--- config.mk ---
export PLATFORM = sky130hd
export DESIGN_NAME = kim_id_ex_p
export DESIGN_NICKNAME = d
export VERILOG_FILES = /design/src/rtl/kim_id_ex_p.sv
export SDC_FILE = /design/constraint.sdc
export NUM_CORES = 1
export LEC_CHECK = 0
export BUFFER_PORTS_ARGS = -buffer_cell sky130_fd_sc_hd__buf_2
export CAP_MARGIN = 10
export CORE_AREA = 2 2 121 123
export CTS_CLUSTER_DIAMETER = 50
export CTS_CLUSTER_SIZE = 20
export DETAILED_ROUTE_END_ITERATION = 10
export DIE_AREA = 0 0 123 125
export PLACE_DENSITY = 0.76
export SLEW_MARGIN = 20
export SYNTH_ARGS = -nofsm -noshare
export SYNTH_HDL_FRONTEND = slang
export SYNTH_SLANG_ARGS = --single-unit
--- constraint.sdc ---
create_clock -name clk -period 2.2 [get_ports clk]
set_input_delay 0.33 -clock clk [delete_from_list [all_inputs] [get_ports clk]]
set_output_delay 0.33 -clock clk [all_outputs]
set_load 0.02 [all_outputs]
--- src/rtl/kim_id_ex_p.sv ---
// kim_id_ex_p: ID/EX pipeline register with EX-stage operand forwarding from MEM/WB.
// Define KIM_ID_EX_FWD_EN to enable forwarding; otherwise operands come only from registered read data.
module kim_id_ex_p #(
  parameter int DATA_WIDTH     = 32,
  parameter int REG_ADDR_WIDTH = 5
) (
  input  logic                      clk,
  input  logic                      reset,
  input  logic                      stall,
  input  logic                      flush,
  input  logic [DATA_WIDTH-1:0]     id_rd1,
  input  logic [DATA_WIDTH-1:0]     id_rd2,
  input  logic [DATA_WIDTH-1:0]     id_imm,
  input  logic [REG_ADDR_WIDTH-1:0] id_rs,
  input  logic [REG_ADDR_WIDTH-1:0] id_rt,
  input  logic [REG_ADDR_WIDTH-1:0] id_rd,
  input  logic [3:0]                id_alu_control,
  input  logic                      id_alu_src,
  input  logic                      id_reg_dst,
  input  logic                      id_reg_write,
  input  logic                      id_mem_write,
  input  logic                      id_mem_to_reg,
  input  logic                      id_branch,
  input  logic                      mem_reg_write,
  input  logic [REG_ADDR_WIDTH-1:0] mem_write_reg,
  input  logic [DATA_WIDTH-1:0]     mem_alu_result,
  input  logic                      wb_reg_write,
  input  logic [REG_ADDR_WIDTH-1:0] wb_write_reg,
  input  logic [DATA_WIDTH-1:0]     wb_result,
  output logic [DATA_WIDTH-1:0]     alu_a,
  output logic [DATA_WIDTH-1:0]     alu_b,
  output logic [3:0]                alu_control,
  output logic [DATA_WIDTH-1:0]     ex_write_data,
  output logic [REG_ADDR_WIDTH-1:0] ex_write_reg,
  output logic                      ex_reg_write,
  output logic                      ex_mem_write,
  output logic                      ex_mem_to_reg,
  output logic                      ex_branch,
  output logic                      ex_valid,
  output logic [1:0]                forward_a,
  output logic [1:0]                forward_b
);
`ifdef KIM_ID_EX_FWD_EN
  localparam bit fwd_en = 1'b1;
`else
  localparam bit fwd_en = 1'b0;
`endif
  logic [DATA_WIDTH-1:0]     rd1_q, rd2_q, imm_q, fwd_rs, fwd_rt;
  logic [REG_ADDR_WIDTH-1:0] rs_q, rt_q;
  logic                      alu_src_q, mem_a, wb_a, mem_b, wb_b;
  always_ff @(posedge clk)
    if (reset || flush) begin
      rd1_q         <= '0;
      rd2_q         <= '0;
      imm_q         <= '0;
      rs_q          <= '0;
      rt_q          <= '0;
      alu_src_q     <= 1'b0;
      alu_control   <= 4'b0000;
      ex_write_reg  <= '0;
      ex_reg_write  <= 1'b0;
      ex_mem_write  <= 1'b0;
      ex_mem_to_reg <= 1'b0;
      ex_branch     <= 1'b0;
      ex_valid      <= 1'b0;
    end else if (!stall) begin
      rd1_q         <= id_rd1;
      rd2_q         <= id_rd2;
      imm_q         <= id_imm;
      rs_q          <= id_rs;
      rt_q          <= id_rt;
      alu_src_q     <= id_alu_src;
      alu_control   <= id_alu_control;
      ex_write_reg  <= id_reg_dst ? id_rd : id_rt;
      ex_reg_write  <= id_reg_write;
      ex_mem_write  <= id_mem_write;
      ex_mem_to_reg <= id_mem_to_reg;
      ex_branch     <= id_branch;
      ex_valid      <= 1'b1;
    end
  // r0 is hardwired zero, so a pending write to it must never be forwarded
  assign mem_a = fwd_en && mem_reg_write && mem_write_reg != '0 && mem_write_reg == rs_q;
  assign wb_a  = fwd_en && wb_reg_write  && wb_write_reg  != '0 && wb_write_reg  == rs_q;
  assign mem_b = fwd_en && mem_reg_write && mem_write_reg != '0 && mem_write_reg == rt_q;
  assign wb_b  = fwd_en && wb_reg_write  && wb_write_reg  != '0 && wb_write_reg  == rt_q;
  assign forward_a     = mem_a ? 2'b10 : wb_a ? 2'b01 : 2'b00;
  assign forward_b     = mem_b ? 2'b10 : wb_b ? 2'b01 : 2'b00;
  assign fwd_rs        = mem_a ? mem_alu_result : wb_a ? wb_result : rd1_q;
  assign fwd_rt        = mem_b ? mem_alu_result : wb_b ? wb_result : rd2_q;
  assign alu_a         = fwd_rs;
  assign ex_write_data = fwd_rt;
  assign alu_b         = alu_src_q ? imm_q : fwd_rt;
endmodule

# Word-level counts from Yosys, hierarchy flattened
# Index checks and enable logic that the tools add are counted.
op_classes:
  muxes: 2
  reduce_logical: 1
ops:
  columns: ["cell", "n"]
  rows:
  - ["$mux 32", 1]
  - ["$mux 5", 1]
  - ["$logic_or 1x1->1", 1]
word_totals:
  input_bits: 201
  wordCells: 14
  output_inout_bits: 114
  reg_bits: 111

# Depth between registers and ports, before layout
logic_depth:
  depth_word: 1
  depth_mapped: 5
  ltp_nobuf: 2

# Worst setup path before layout
# OpenSTA, ideal clock, no wires.
synth_path:
  path_type: "register -> output"
  from: "reg alu_src_q"
  to: "out alu_b[10]"
  arrival_time_ns: 1.032
  n_path_buf: 2
  setup_slack_ns: 0.838
  required_ns: 1.870
  path_stages_with_launch: 4
  path_cell_list: "dfxtp_1 buf_2 buf_2 mux2_2"
synth_between:
  elab_chain_cells: 1
synth_lines:
  columns: ["element", "line_no", "source"]
  rows:
  - ["from (decl)", "50", "logic alu_src_q, mem_a, wb_a, mem_b, wb_b;"]
  - ["from (signal assigned)", "72", "alu_src_q <= id_alu_src;"]
  - ["$mux 32", "92", "assign alu_b = alu_src_q ? imm_q : fwd_rt;"]
  - ["to (decl)", "31", "output logic [DATA_WIDTH-1:0] alu_b,"]
# Every way passes these cells.

# Final worst setup path
layout_path:
  from: "reg alu_src_q"
  to: "out alu_b[12]"
# The elaborated chain is that of the path after synthesis.

==> summary.txt <==
Placement
  – Dpl ws: 674 ps
  – Placement Cell Area: 5660 µm²
  – Port bufs: about 230
  – GP Congestion: 0.741
  – Detail Placement HPWL: about 7.6 mm
  – Inst Count DP: ~800

Synthesis
  – Mean post-synth cell area: 11.2 µm²
  – Most common cell in the netlist: dfxtp_1
  – Post-Synthesis Cells: roughly 410
  – Top cells by area, synth: dfxtp_1 49%, mux2i_1 24%, nor2_1 8.6%
  – Cell taking the most area after synthesis: dfxtp_1
  – Top FF cell, synth: dfxtp_1
  – Seq cells post-synth: about 110
  – Count of unique library cells instantiated by Yosys: 16
  – EDFF count, synth: 0
  – FFs w/ async S/R, synth: 0%
  – Sequential area share after synthesis: 48.7%
  – Most frequent cells after synthesis: 111 x dfxtp_1, 110 x mux2i_1, 105 x nor2_1, 32 x mux2_2, 11 x buf_6
  – Mapped Area: about 4600 µm²
  – Top cell type's share of synthesized area: between 40% and 50%
  – Synthesis Warnings: 0

STA
  – Fin. Hold Viols: 0
  – Fmax: approximately 0.56 GHz
  – Setup ws final: 401 ps
  – Total Neg Setup Slack: 0 ps
  – Final worst-path cycle share: roughly 80%
  – RSZ-0062 raised after global routing: no
  – Final setup fails: 0
  – Worst hold slack: 209 ps
  – Least-Margin Pin Slew: 630 ps
  – Max-slew violation count: 0
  – Clk_skew: 0 ps
  – Min Tclk post-route: 1800 ps
  – Max_slew headroom: 58.0%

Floorplanning
  – Num rows: 44
  – Die ar.: about 15,000 µm²
  – Core ar.: 14,200 µm²
  – Die W: 123 µm
  – Initial Util: 32.1%
  – Number of top-level pins: 315
  – Die height: 125 µm

Clock tree
  – Clock Latency Late Sink: ~340 ps
  – Resize count post-CTS: 0
  – Clock Path Buffers: 2
  – Htree depth: 3
  – Clock root cell: clkbuf_16
  – # hold bufs at CTS: 0
  – Setup Fix Bufs, Post-CTS: 0
  – Sink Count: 111
  – CTS tree: done
  – Clk pin slew, worst setup/hold paths: 70 ps
  – CTS buffer count: 9

Detailed routing
  – DR iter-0 viols: 101
  – Vias/cell: 4.42
  – Detail Route Antenna Nets: 0
  – Routed length per instance: 13.0 µm
  – Final WL: 10.5 mm
  – Post-route DRC violation count: 0
  – Drt pass-1 iters: 3
  – Vias: 3,592

Global routing
  – GRT Overall Usage: 13.5%
  – Initial antenna violation count: 0
  – Grt total ovfl: 0
  – First-pass GRT wire length: 16.4 mm
  – Vias in the first global route: approximately 3.5k
  – Largest net degree at the start of global routing: 55

Run
  – MaxCap Viol Count: 0

Layout
  – Fin area: 5960 µm²
  – Non-filler cells, final: 812
  – NumNets Final: 824
  – Antenna Cells: 0
  – Final core utilization: 41.9%
  – Layout cells sized above 1: about 45%
  – Layout area overhead: 30.7%

Critical path
  – CP delay by family, top: buffers and inverters
  – CP Cell Sequence: buf_4 -> mux2_2 -> buf_2
  – CP Max Fanout: 18
  – Worst setup EP type: primary output
  – Worst-path cell with the longest stage delay: mux2_2
  – Element type at the critical path start: flop
  – Worst path arrival time: 1470 ps
  – CP Class: flop to primary output
  – Crit-path max cell delay: 370 ps
  – CP Buf/Inv Count: 2
  – Worst EP required: between 1500 and 2000 ps

Pwr
  – Cell Pwr Density: 723 nW/µm²
  – Max IR drop VDD: 0.548 mV
  – Final Power: 4.30 mW
  – Leakage Power: 3.14 nW

Min path
  – HP Class: primary input to flop

Status
  – Outcome: completed
-- final cells by class --
cell class              count  area [µm²]
clock buffers              11         243
multi-input cells         263        1950
clock inverters             5        57.6
inverters                   2        7.51
fillers                  1414        8250
well taps                 184         230
flip-flops and latches    111        2220
repair buffers            236        1240
-- power by group --
part | internal [mW] | switching (mW) | leakage (nW)
Combinational | 0.259 | 0.298 | 2.10
Clock | 0.913 | 0.723 | 0.138
Sequential | 2.08 | 0.0355 | 0.905
-- cells in the final DEF (no fill, tap or decap), drive strengths merged --
cell,count
mux2,32
clkinv,1
conb,4
inv,2
or2,1
clkbuf,11
mux2i,110
a211oi,5
dfxtp,111
nor2,105
buf,236
bufinv,1
a21oi,1
nor2b,5
clkinvlp,3
-- final timing paths --
| path | startpoint | end | slack (ps) | cells after the start |
|---|---|---|---|---|
| max | alu_src_q | alu_b[12] | 400 | 3 |
| min | id_rd2[5] | ex_write_data[5] | 210 | 3 |
| max reg2reg | alu_src_q | alu_src_q | 1370 | 3 |
| min reg2reg | ex_valid | ex_valid | 450 | 2 |
-- tightest hold or removal path, delay by kind of cell --
family,cells,cell delay (ps)
buffers and inverters,1,70
muxes,1,50
and+or+nand+nor,1,70
-- cell families after synthesis --
family,after synthesis,synth area share [%]
mux,142,32.1
flops,111,48.7
simple gates,111,9.47
buf+inv,36,8.73
compound gates,6,0.933
other cells,1,0.0822
-- routing by layer --
metal | routed length [µm] | global-route usage, % | vias up
met3 | 918 | 6.02 | 11
met2 | 5050 | 23.0 | 136
met4 | 195 | 4.75 | 0
met5 | 0 | 0 | -
met1 | 4360 | 14.8 | 1664
li1 | - | - | 1781
Note: power is estimated with default switching activity, not from simulation.
